## src/rtl/button_pkg.sv

```systemverilog
// Shared types and constants for the push-button conditioning logic.
package button_pkg;

    // Debounce FSM states. The encoding values are fixed.
    typedef enum logic [1:0] {
        StReleased       = 2'd0,
        StConfirmPress   = 2'd1,
        StPressed        = 2'd2,
        StConfirmRelease = 2'd3
    } btn_state_e;

    // Default cycle counts for the 16 MHz board clock.
    localparam int unsigned DEBOUNCE_10MS = 32'd160000;
    localparam int unsigned LONG_1S       = 32'd16000000;

endpackage

```

## src/rtl/button_debouncer_if.sv

```systemverilog
// Button signal bundle: raw pin in, conditioned level and strobes out.
interface button_debouncer_if;
    logic btn_raw;
    logic btn_level;
    logic press_pulse;
    logic release_pulse;
    logic long_press;

    // Board side: drives the pin, consumes the conditioned outputs.
    modport master (
        output btn_raw,
        input  btn_level,
        input  press_pulse,
        input  release_pulse,
        input  long_press
    );

    // Debouncer side.
    modport slave (
        input  btn_raw,
        output btn_level,
        output press_pulse,
        output release_pulse,
        output long_press
    );
endinterface

```

## src/rtl/sync_2ff.sv

```systemverilog
// Two-flop synchroniser for any asynchronous board pin.
module sync_2ff #(
    parameter bit RESET_VAL = 1'b0
) (
    input  logic clk_i,
    input  logic rst_ni,
    input  logic d_i,
    output logic q_o
);
    logic meta_q;
    logic sync_q;

    // Shift the pin through two flops to settle metastability.
    always_ff @(posedge clk_i or negedge rst_ni) begin
        if (!rst_ni) begin
            meta_q <= RESET_VAL;
            sync_q <= RESET_VAL;
        end else begin
            meta_q <= d_i;
            sync_q <= meta_q;
        end
    end

    assign q_o = sync_q;
endmodule

```

## src/rtl/button_debouncer.sv

```systemverilog
// Push-button conditioner: synchroniser, counter-based debounce FSM,
// registered level and one-cycle press/release strobes.
// Optional long-press strobe enabled by defining BUTTON_DEBOUNCER_LONG_PRESS_EN.
module button_debouncer
    import button_pkg::*;
#(
    parameter int unsigned DEBOUNCE_CYCLES   = DEBOUNCE_10MS,
    parameter bit          ACTIVE_LOW        = 1'b0,
    parameter int unsigned LONG_PRESS_CYCLES = LONG_1S
) (
    input  logic               CLK,
    input  logic               RESET_N,
    button_debouncer_if.slave  btn_if
);
    localparam int unsigned    CntW   = $clog2(DEBOUNCE_CYCLES + 1);
    localparam logic [CntW-1:0] CntMax = CntW'(DEBOUNCE_CYCLES);

    logic s_in;
    logic s;

    btn_state_e      state_q, state_d;
    logic [CntW-1:0] cnt_q, cnt_d;
    logic            level_q, level_d;
    logic            press_q, press_d;
    logic            release_q, release_d;

    // Normalise polarity before synchronising so reset value 0 means "not pressed".
    assign s_in = btn_if.btn_raw ^ ACTIVE_LOW;

    sync_2ff #(
        .RESET_VAL (1'b0)
    ) u_sync (
        .clk_i  (CLK),
        .rst_ni (RESET_N),
        .d_i    (s_in),
        .q_o    (s)
    );

    // State, confirm counter and registered outputs.
    always_ff @(posedge CLK or negedge RESET_N) begin
        if (!RESET_N) begin
            state_q   <= StReleased;
            cnt_q     <= '0;
            level_q   <= 1'b0;
            press_q   <= 1'b0;
            release_q <= 1'b0;
        end else begin
            state_q   <= state_d;
            cnt_q     <= cnt_d;
            level_q   <= level_d;
            press_q   <= press_d;
            release_q <= release_d;
        end
    end

    // Next state: a change is accepted after DEBOUNCE_CYCLES+1 agreeing samples;
    // any disagreeing sample drops back and the count restarts on the next change.
    always_comb begin
        state_d = state_q;
        cnt_d   = cnt_q;
        unique case (state_q)
            StReleased: begin
                if (s) begin
                    state_d = StConfirmPress;
                    cnt_d   = CntW'(1);
                end
            end
            StConfirmPress: begin
                if (!s) begin
                    state_d = StReleased;
                    cnt_d   = '0;
                end else if (cnt_q == CntMax) begin
                    state_d = StPressed;
                    cnt_d   = '0;
                end else begin
                    cnt_d = cnt_q + 1'b1;
                end
            end
            StPressed: begin
                if (!s) begin
                    state_d = StConfirmRelease;
                    cnt_d   = CntW'(1);
                end
            end
            StConfirmRelease: begin
                if (s) begin
                    state_d = StPressed;
                    cnt_d   = '0;
                end else if (cnt_q == CntMax) begin
                    state_d = StReleased;
                    cnt_d   = '0;
                end else begin
                    cnt_d = cnt_q + 1'b1;
                end
            end
        endcase
    end

    // Outputs: level and strobes change only on an accepted confirmation.
    always_comb begin
        level_d   = level_q;
        press_d   = 1'b0;
        release_d = 1'b0;
        if (state_q == StConfirmPress && state_d == StPressed) begin
            level_d = 1'b1;
            press_d = 1'b1;
        end
        if (state_q == StConfirmRelease && state_d == StReleased) begin
            level_d   = 1'b0;
            release_d = 1'b1;
        end
    end

    assign btn_if.btn_level     = level_q;
    assign btn_if.press_pulse   = press_q;
    assign btn_if.release_pulse = release_q;

`ifdef BUTTON_DEBOUNCER_LONG_PRESS_EN
    localparam int unsigned     HoldW   = $clog2(LONG_PRESS_CYCLES + 1);
    localparam logic [HoldW-1:0] HoldMax = HoldW'(LONG_PRESS_CYCLES);

    logic [HoldW-1:0] hold_q, hold_d;
    logic             long_q, long_d;

    // Hold counter: restarts on an accepted press, keeps running through a
    // rejected release glitch, saturates so the strobe fires once per hold.
    always_comb begin
        hold_d = hold_q;
        long_d = 1'b0;
        if (press_d || release_d) begin
            hold_d = '0;
        end else if ((state_q == StPressed || state_q == StConfirmRelease) &&
                     hold_q != HoldMax) begin
            hold_d = hold_q + 1'b1;
            long_d = (hold_q == HoldMax - 1'b1);
        end
    end

    // Hold counter and long-press strobe registers.
    always_ff @(posedge CLK or negedge RESET_N) begin
        if (!RESET_N) begin
            hold_q <= '0;
            long_q <= 1'b0;
        end else begin
            hold_q <= hold_d;
            long_q <= long_d;
        end
    end

    assign btn_if.long_press = long_q;
`else
    logic unused_long_cycles;
    assign unused_long_cycles = ^LONG_PRESS_CYCLES;
    assign btn_if.long_press  = 1'b0;
`endif

endmodule

```

## src/flat_wrapper.sv

```systemverilog
// flat-port wrapper written by rule: the top's interface ports become plain ports
module button_debouncer_flat import button_pkg::*;
#(
    parameter int unsigned DEBOUNCE_CYCLES   = DEBOUNCE_10MS,
    parameter bit          ACTIVE_LOW        = 1'b0,
    parameter int unsigned LONG_PRESS_CYCLES = LONG_1S
)
  (CLK, RESET_N, btn_if_btn_raw, btn_if_btn_level, btn_if_press_pulse, btn_if_release_pulse, btn_if_long_press);
  button_debouncer_if btn_if_i ();
  input  logic CLK;
  input  logic RESET_N;
  input wire logic [$bits(btn_if_i.btn_raw)-1:0] btn_if_btn_raw;
  output wire logic [$bits(btn_if_i.btn_level)-1:0] btn_if_btn_level;
  output wire logic [$bits(btn_if_i.press_pulse)-1:0] btn_if_press_pulse;
  output wire logic [$bits(btn_if_i.release_pulse)-1:0] btn_if_release_pulse;
  output wire logic [$bits(btn_if_i.long_press)-1:0] btn_if_long_press;
  assign btn_if_i.btn_raw = btn_if_btn_raw;
  assign btn_if_btn_level = btn_if_i.btn_level;
  assign btn_if_press_pulse = btn_if_i.press_pulse;
  assign btn_if_release_pulse = btn_if_i.release_pulse;
  assign btn_if_long_press = btn_if_i.long_press;
  button_debouncer #(.DEBOUNCE_CYCLES(DEBOUNCE_CYCLES), .ACTIVE_LOW(ACTIVE_LOW), .LONG_PRESS_CYCLES(LONG_PRESS_CYCLES)) u_core (.CLK(CLK), .RESET_N(RESET_N), .btn_if(btn_if_i));
endmodule
```

## config.mk

```make
export PLATFORM = sky130hd
export DESIGN_NAME = button_debouncer_flat
export DESIGN_NICKNAME = d
export VERILOG_FILES = /design/src/rtl/button_pkg.sv /design/src/rtl/button_debouncer_if.sv /design/src/rtl/sync_2ff.sv /design/src/rtl/button_debouncer.sv /design/src/flat_wrapper.sv
export SDC_FILE = /design/constraint.sdc
export NUM_CORES = 1
export LEC_CHECK = 0
export ABC_AREA = 1
export CAP_MARGIN = 10
export CORE_ASPECT_RATIO = 1.4
export CORE_MARGIN = 2
export CORE_UTILIZATION = 54
export CTS_CLUSTER_DIAMETER = 50
export DETAILED_ROUTE_END_ITERATION = 8
export MAX_ROUTING_LAYER = met4
export PLACE_DENSITY = 0.79
export SYNTH_ARGS = -nofsm -noshare
export SYNTH_HDL_FRONTEND = slang
export SYNTH_SLANG_ARGS = --single-unit
```

## constraint.sdc

```tcl
create_clock -name CLK -period 1.7 [get_ports CLK]
set_clock_uncertainty 0.15 [all_clocks]
set_input_delay 0.34 -clock CLK [delete_from_list [all_inputs] [get_ports CLK]]
set_output_delay 0.34 -clock CLK [all_outputs]
set_load 0.02 [all_outputs]
```

; Word level (Yosys, flattened, before mapping)
; Cells that the tools add are included.
[totals]
ff_bits = 25
output_inout_bits = 4
word_cells = 38
[op_classes]
addsub = 1
n_eq_ne = 7
muxes = 17
n_reduce_logical = 6
[ops]
columns = op, n
row1 = two-way mux 18 bit, 5
row2 = one-hot mux 18 bit (4 select lines), 1
row3 = "adder 18 x 1 -> 18 bit, second input constant", 1
row4 = "== test 18 bit, second input constant", 1
row5 = two-way mux 2 bit, 6
row6 = one-hot mux 2 bit (4 select lines), 1
row7 = "== test 2 bit, second input constant", 3
row8 = zero test 2 bit, 2
row9 = two-way mux 1 bit, 4
row10 = "!= test 2 bit, second input constant", 2
row11 = "== test 2 x 1 -> 1 bit, second input constant", 1
row12 = logical AND 1 bit, 2
row13 = AND reduction 2 bit, 1
row14 = nonzero test 2 bit, 1

; Logic depth before layout (Yosys ltp)
; Gate-level depths: netlist (run 1).
[depth]
word_depth = 8
depth_mapped = 11

; Cells and area by module
; From an unflattened synthesis (run 1), not the netlist that was laid out.
[hier_totals]
cells_unflattened = 215
area_unflattened_um2 = 1541.5
[modules_own_cells]
columns = module, n_inst, cells_each, area_per_inst_um2, seq_area_each_um2
row1 = button_debouncer, 1, 213, 1491.4, 575.6
row2 = sync_2ff, 1, 2, 50.0, 50.0

; Worst setup path before layout (run 1)
; Ideal clock, no wire load.
[synth_path]
kind = flip-flop to flip-flop
from = register u_core.cnt_q[0]
to = register u_core.cnt_q[3]
setup_ns = 0.129
t_arrival_ns = 1.335
t_required_ns = 1.421
setup_slack_ns = 0.086
path_stages_with_launch = 11
path_buffers = 1
cell_sequence = dfrtp_1 -> inv_1 -> ha_1 -> inv_1 -> nor2_1 -> nand2_1 -> nor2_1 -> nand3_2 -> nand2_4 -> buf_12 -> o22ai_2
[synth_via]
elab_chain_cells = 4
word_cells_on_any_way = 6
cone_classes = 1 x add/sub / 1 x eq/ne / 4 x mux
[synth_rtl]
columns = element, line
row1 = "start, declared", button_debouncer.sv:22  ; logic [CntW-1:0] cnt_q, cnt_d;
row2 = "start signal, assigned", button_debouncer.sv:49  ; cnt_q <= cnt_d;
row3 = adder 18 x 1 -> 18 bit or == test 18 bit (tied branches), --
row4 = two-way mux 18 bit (*), "button_debouncer.sv:72, button_debouncer.sv:89"
row5 = "two-way mux 18 bit, on equally long branches", "button_debouncer.sv:86, button_debouncer.sv:69"
row6 = one-hot mux 18 bit (4 select lines) (*), button_debouncer.sv:61  ; unique case (state_q)
; Mark *: on every way between the ends. The rest lies on a longest branch, timed or not.
; A chain may end at the register's enable or synchronous reset.

; Final worst setup path (run 1)
[layout_path]
from = register u_core.cnt_q[1]
to = register u_core.cnt_q[8]
; Same word-level chain as after synthesis.

==> results of run 1 <==
timing repair:
item	4_1_cts	5_1_grt
setup buffers	0	5
setup endpoints to repair	1	21
pin swaps	0	5
cloned	0	0
hold buffers	0	0
resized for setup	1	16
worst paths after layout:
| path | end | slack, ns | start |
|---|---|---|---|
| worst max-delay path | u_core.cnt_q[8]$_DFFE_PN0P_ | 0.06 | u_core.cnt_q[1]$_DFFE_PN0P_ |
| worst min-delay path | u_core.u_sync.q_o$_DFF_PN0_ | 0.21 | u_core.u_sync.meta_q$_DFF_PN0_ |
| worst max register to register | u_core.cnt_q[8]$_DFFE_PN0P_ | 0.06 | u_core.cnt_q[1]$_DFFE_PN0P_ |
| worst min register to register | u_core.u_sync.q_o$_DFF_PN0_ | 0.21 | u_core.u_sync.meta_q$_DFF_PN0_ |
| max in group asynchronous | u_core.cnt_q[9]$_DFFE_PN0P_ | 0.88 | RESET_N |
| min in group asynchronous | u_core.cnt_q[2]$_DFFE_PN0P_ | 0.27 | RESET_N |
cells in the mapped netlist, drive strengths merged:
| cell type | count |
|---|---|
| nand2 | 64 |
| inv | 34 |
| nor2 | 32 |
| dfrtp | 25 |
| nand3 | 19 |
| o21ai | 10 |
| xor2 | 7 |
| nand4 | 5 |
| o22ai | 4 |
| and2 | 3 |
| nor3 | 3 |
| buf | 2 |
| ha | 2 |
| xnor2 | 2 |
| clkinv | 1 |
| conb | 1 |
worst max-delay path, delay by kind of cell (launching register included):
| family | cells | cell delay (ns) |
|---|---|---|
| AND/OR/NAND/NOR | 3 | 0.43 |
| AO/OA/AOI/OAI | 1 | 0.13 |
| adder cells (fa/ha/maj) | 1 | 0.19 |
| XOR/XNOR | 1 | 0.16 |
| flip-flops | 1 | 0.36 |
| buffers and inverters | 1 | 0.13 |
stage by stage:
| step | total power (W) | std cells | cell area [um2] |
|---|---|---|---|
| 6_report | 0.00112 | 268 | 1890 |
| 4_1_cts | 0.00110 | 263 | 1800 |
| 3_5_place_dp | 0.000752 | 259 | 1760 |
| 3_3_place_gp | 0.000751 | 259 | 1760 |
| 2_1_floorplan | 0.000706 | 214 | 1640 |
| 5_1_grt | 0.00118 | 268 | 1890 |
routing by layer:
metal,GRT usage [%],vias to the layer above,wire [um]
met5,-,-,0
met4,8.11,0,100
met3,1.95,11,90
met2,37.4,32,1720
met1,22.1,648,1360
li1,-,694,-
cells by family after synthesis:
logic type                 count (synthesis)  share of synthesized area (%)
buffers and inverters                     37                           9.70
xor gates and xnor gates                   9                           4.81
AOI/OAI and AO/OA                         14                           7.49
and+or+nand+nor                          126                           38.0
DFF                                       25                           38.2
other                                      1                          0.229
adders and majority gates                  2                           1.53
where the power goes:
part	internal [W]	switching, W
Clock	0.000164	0.000189
Combinational	0.0000634	0.0000881
Sequential	0.000606	0.0000122
Total	0.000833	0.000290
layout make-up:
cell class	count	area [um2]
sequential	25	626
fill	240	986
timing repair buffer	15	141
tap	37	46.3
clock buffer	3	41.3
inverter	35	131
clock inverter	1	5.00
multi-input combinational	152	901
flip-flops by register name, indices dropped and copies added (netlist names):
register / flops
u_core.btn_if.release_pulse: 1
u_core.cnt_q: 18
u_core.btn_if.press_pulse: 1
u_core.btn_if.btn_level: 1
u_core.u_sync.q_o: 1
u_core.state_q: 2
u_core.u_sync.meta_q: 1
==> results.py, run 1 <==
metrics = {
    "status": {
        "outcome": "completed",
    },
    "cts": {
        "clk_path_buf_depth": 2,
        "cts_sinks": 25,
        "h-tree-depth": 1,
        "root_buffer": "clkbuf_8",
        "cts_tree": "built",
        "numCtsBuffers": 3,
        "clkTransAtPathRegs_ns": 0.09,
        "clkLatencyLatePin_ns": 0.27,
    },
    "power_and_ir_drop": {
        "ir_worst_vdd_uv": 629,
        "p_leak_nw": 0.876,
        "power_density_nw_per_um2": 594,
    },
    "critical_path": {
        "crit_path_cell_trace": "buf_4 -> ha_1 -> nand2_2 -> nor2_2 -> nand2_1 -> xor2_1 -> o21ai_2",
        "cp_max_fo": 4,
        "crit_slowest_cell": "dfrtp_1",
        "worstPathArrival_ns": 1.69,
        "rr_worst_depth": 7,
        "cpPeakStageDelay_ns": 0.36,
        "criticalPathCategory": "reg -> reg",
        "worstPathRequired_ns": 1.75,
        "start_kind": "register",
        "end_kind": "register",
    },
    "logic_synthesis": {
        "seq_area_frac_synth_pct": 38.2,
        "synthesis.area_um2": 1640,
        "synth_top_area_cell": "dfrtp_1",
        "syn_avg_cell_area_um2": 7.65,
        "synth.area.top_cells": "dfrtp_1 38%, nand2_1 13%, inv_1 5.7%",
        "yosysWarnings": 0,
        "netlist.area_leader.share_pct": 38.2,
        "synthCells": 214,
        "synth_nets": 219,
        "synth_seq_cells": 25,
        "synthDistinctLibCells": 25,
    },
    "worst_hold_path": {
        "hold_path.class": "reg -> reg",
        "whs_path_depth": 0,
    },
    "grt": {
        "grt_antenna_before_repair": 0,
        "grt_max_degree": 26,
        "gr-total-overflow": 0,
        "grt_pass1_vias": 1350,
        "grt_use_total_pct": 20.5,
        "grt_pass1_wl_um": 5460,
    },
    "timing": {
        "setup_viol": 0,
        "finalSetupTns_ns": 0,
        "maxSlewViolCount": 0,
        "hold_viol": 0,
        "hold_ws_ns": 0.209,
        "layout_setup_ws_ns": 0.0597,
        "min_period_ns": 1.64,
        "fmax_ghz": 0.610,
        "rsz0062_at_grt": "yes",
        "fin_crit_sh_pct": 96.5,
    },
    "die": {
        "dieArea_um2": 3500,
        "rows": 23,
        "io_pins": 7,
        "die_w_um": 50.5,
        "die_y_um": 69.2,
        "floorplan.initialDensity_pct": 56.9,
        "core_area_um2": 2880,
    },
    "detailed_routing": {
        "wirelength_um": 3270,
        "vias_per_cell": 5.17,
        "dr_total_vias": 1385,
        "routedWlPerCell_um": 12.2,
        "drc": 0,
        "dr.first_iter.drc_count": 25,
        "detail-route-antenna-nets": 0,
        "firstDrtPassIters": 4,
    },
    "finish": {
        "fin_nets": 237,
        "final_util_pct": 65.7,
        "layout_commonest_cell": "nand2_1",
        "area_delta_synth_final_pct": 15.5,
        "diodes": 0,
        "layout-drive-gt1-share_pct": 28.6,
        "layout_common_cells": "53 x nand2_1, 25 x dfrtp_1, 23 x inv_1",
    },
    "placed_design": {
        "pre_cts_ws_ns": 0.0500,
        "port_buffers": 5,
        "routabilityCongestion": 0.909,
        "post-dp-hpwl_um": 2440,
    },
    "job": {
        "cap_violations": 0,
    },
}
(Power assumes the default switching activity.)
==> run 2, diff against run 1 <==
Settings changed: CORE_ASPECT_RATIO 1.4 to 1.2, CORE_MARGIN 2 to unset.
==> run 2 against run 1 <==
Compared with the run above:
- die area decreased by 6.8%
- via count unchanged
- flip-flop and latch count unchanged
- first-iteration DRC count increased by 80%
- maximum frequency increased by 0.86%
- power decreased by 6.4%
- hold slack got worse by 0.0051 ns
- clock-buffer cell count unchanged
- critical endpoint is now u_core.cnt_q[6]$_DFFE_PN0P_
- largest cell class unchanged
==> results.py, run 2 (synthesized netlist as in run 1, its figures left out) <==
metrics = {
    "detailed_routing": {
        "dr.first_iter.drc_count": 45,
        "dr_total_vias": 1385,
        "wirelength_um": 3420,
        "routedWlPerCell_um": 12.9,
        "vias_per_cell": 5.23,
        "firstDrtPassIters": 4,
        "drc": 0,
        "detail-route-antenna-nets": 0,
    },
    "finish": {
        "layout_commonest_cell": "nand2_1",
        "reg_top3": "u_core.cnt_q: 18 flops, u_core.state_q: 2 flops",
        "layout-drive-gt1-share_pct": 29.4,
        "regArea_um2": 626,
        "fill_cells": 242,
        "largest_reg_flops": 18,
        "diodes": 0,
        "area_delta_synth_final_pct": 14.2,
        "multi_input_area_um2": 907,
        "regMostFlops": "u_core.cnt_q",
        "design_area_um2": 1870,
        "instances_no_fill": 265,
        "fin_nets": 237,
        "layout_common_cells": "54 x nand2_1, 25 x dfrtp_1, 22 x inv_1",
    },
    "power_and_ir_drop": {
        "ir_worst_vdd_uv": 483,
        "total_power_w": 0.00105,
        "p_sw_w": 0.000295,
        "power.share.clock_pct": 27.3,
        "combPwrFrac_pct": 13.9,
        "p_leak_nw": 0.838,
        "power_density_nw_per_um2": 562,
        "p_int_w": 0.000756,
        "seq_power_share_pct": 58.8,
        "swShare_pct": 28.0,
    },
    "critical_path": {
        "criticalPathCategory": "reg -> reg",
        "r2r-start": "u_core.cnt_q[0]$_DFFE_PN0P_",
        "startpoint": "u_core.cnt_q[0]$_DFFE_PN0P_",
        "worstPathRequired_ns": 1.79,
        "crit_path_end": "u_core.cnt_q[6]$_DFFE_PN0P_",
        "r2r_end": "u_core.cnt_q[6]$_DFFE_PN0P_",
        "r2r_slack_ns": 0.07,
        "start_kind": "register",
        "cp_max_fo": 6,
        "rr_worst_depth": 10,
        "worstPathArrival_ns": 1.72,
        "end_kind": "register",
    },
    "grt": {
        "grt_use_total_pct": 24.6,
        "grt_pass1_vias": 1386,
        "grt_antenna_before_repair": 0,
        "gr-total-overflow": 0,
        "grt_max_degree": 26,
        "grt_pass1_wl_um": 5870,
    },
    "placed_design": {
        "port_buffers": 5,
        "post-dp-hpwl_um": 2550,
        "placed_area_um2": 1780,
        "routabilityCongestion": 0.870,
        "dpl.cell_count": 259,
        "pre_cts_ws_ns": 0.0779,
    },
    "timing": {
        "fmax_ghz": 0.615,
        "hold_viol": 0,
        "min_period_ns": 1.63,
        "layout_setup_ws_ns": 0.0738,
        "rsz0062_at_grt": "yes",
        "setup_viol": 0,
        "finalSetupTns_ns": 0,
        "fin_crit_sh_pct": 95.7,
        "maxSlewViolCount": 0,
    },
    "cts": {
        "postCtsHoldBufs": 0,
        "clkTransAtPathRegs_ns": 0.15,
        "cts_tree": "built",
        "clkLatencyLatePin_ns": 0.33,
        "h-tree-depth": 1,
        "clk_path_buf_depth": 2,
        "cts_sinks": 25,
        "numCtsBuffers": 3,
        "root_buffer": "clkbuf_4",
    },
    "die": {
        "die_w_um": 52.3,
        "rows": 21,
        "die_y_um": 62.3,
        "floorplan.initialDensity_pct": 57.7,
        "core_area_um2": 2840,
        "io_pins": 7,
        "dieArea_um2": 3260,
    },
    "worst_hold_path": {
        "hold_path.class": "in -> async",
    },
    "job": {
        "cap_violations": 0,
    },
    "status": {
        "outcome": "completed",
    },
}
==> run 2: cell types whose count changed in the layout (fill, tap and decap cells not counted), moves of 2 or more <==
cell,before,now
clkbuf_4,0,3
dlygate4sd2_1,1,3
dlymetal6s2s_1,2,0
clkbuf_8,3,0
==> run 2: what timing repair did <==
action,CTS,global route
endpoints found under the setup margin,3,19
pin swaps,0,8
gates resized for setup,3,16
buffers inserted,0,2
==> run 2: worst min-delay path by stage <==
stage / startpoint / endpoint / depth (start not counted)
4_1_cts: RESET_N / u_core.cnt_q[15]$_DFFE_PN0P_ / 2
3_5_place_dp: u_core.u_sync.meta_q$_DFF_PN0_ / u_core.u_sync.q_o$_DFF_PN0_ / 0
2_1_floorplan: RESET_N / u_core.btn_if.btn_level$_DFFE_PN0P_ / 0
5_1_grt: RESET_N / u_core.cnt_q[15]$_DFFE_PN0P_ / 2
3_3_place_gp: u_core.u_sync.meta_q$_DFF_PN0_ / u_core.u_sync.q_o$_DFF_PN0_ / 0
6_report: RESET_N / u_core.cnt_q[15]$_DFFE_PN0P_ / 2
==> run 2: cell type report <==
| type | instances | share of cell area, % |
|---|---|---|
| Clock buffer | 3 | 1.20 |
| Inverter | 35 | 7.02 |
| Tap cell | 34 | 2.27 |
| Multi-Input combinational cell | 152 | 48.5 |
| Clock inverter | 1 | 0.401 |
| Timing Repair Buffer | 15 | 7.16 |
| Sequential cell | 25 | 33.4 |
==> run 2: routing by layer <==
layer	track usage [%]	part of all wire (%)	vias to the layer above	wire [um]
met3	4.17	2.1	9	71
met1	28.8	44	659	1510
met4	8.55	2.1	0	72
met5	-	0	-	0
met2	41.5	52	17	1770
li1	-	-	700	-
==> run 2: metrics by stage <==
step / hold slack, ns / util [%]
after floorplan: -0.106 / -
after global placement: 0.197 / 62.6
after detailed placement: 0.205 / 62.6
after CTS: 0.213 / 63.5
after global routing: 0.237 / 65.9
final: 0.204 / 65.9
==> run 2: power by group through the flow <==
stage                     Combinational, W  Clock (W)  Sequential [W]
after floorplan                  0.0000767          0        0.000629
after global routing              0.000163   0.000317        0.000620
final                             0.000146   0.000287        0.000618
after CTS                         0.000128   0.000299        0.000617
after detailed placement          0.000128          0        0.000628
after global placement            0.000125          0        0.000628
==> run 2: critical path, stage by stage, from the launching register on <==
cell     delay (ns)
dfrtp_1        0.43
inv_2          0.08
ha_4           0.12
inv_2          0.03
nor2_2         0.10
nand2_2        0.07
nor2_2         0.09
nand3_2        0.12
nand2_4        0.14
nand2_2        0.06
and2_4         0.15
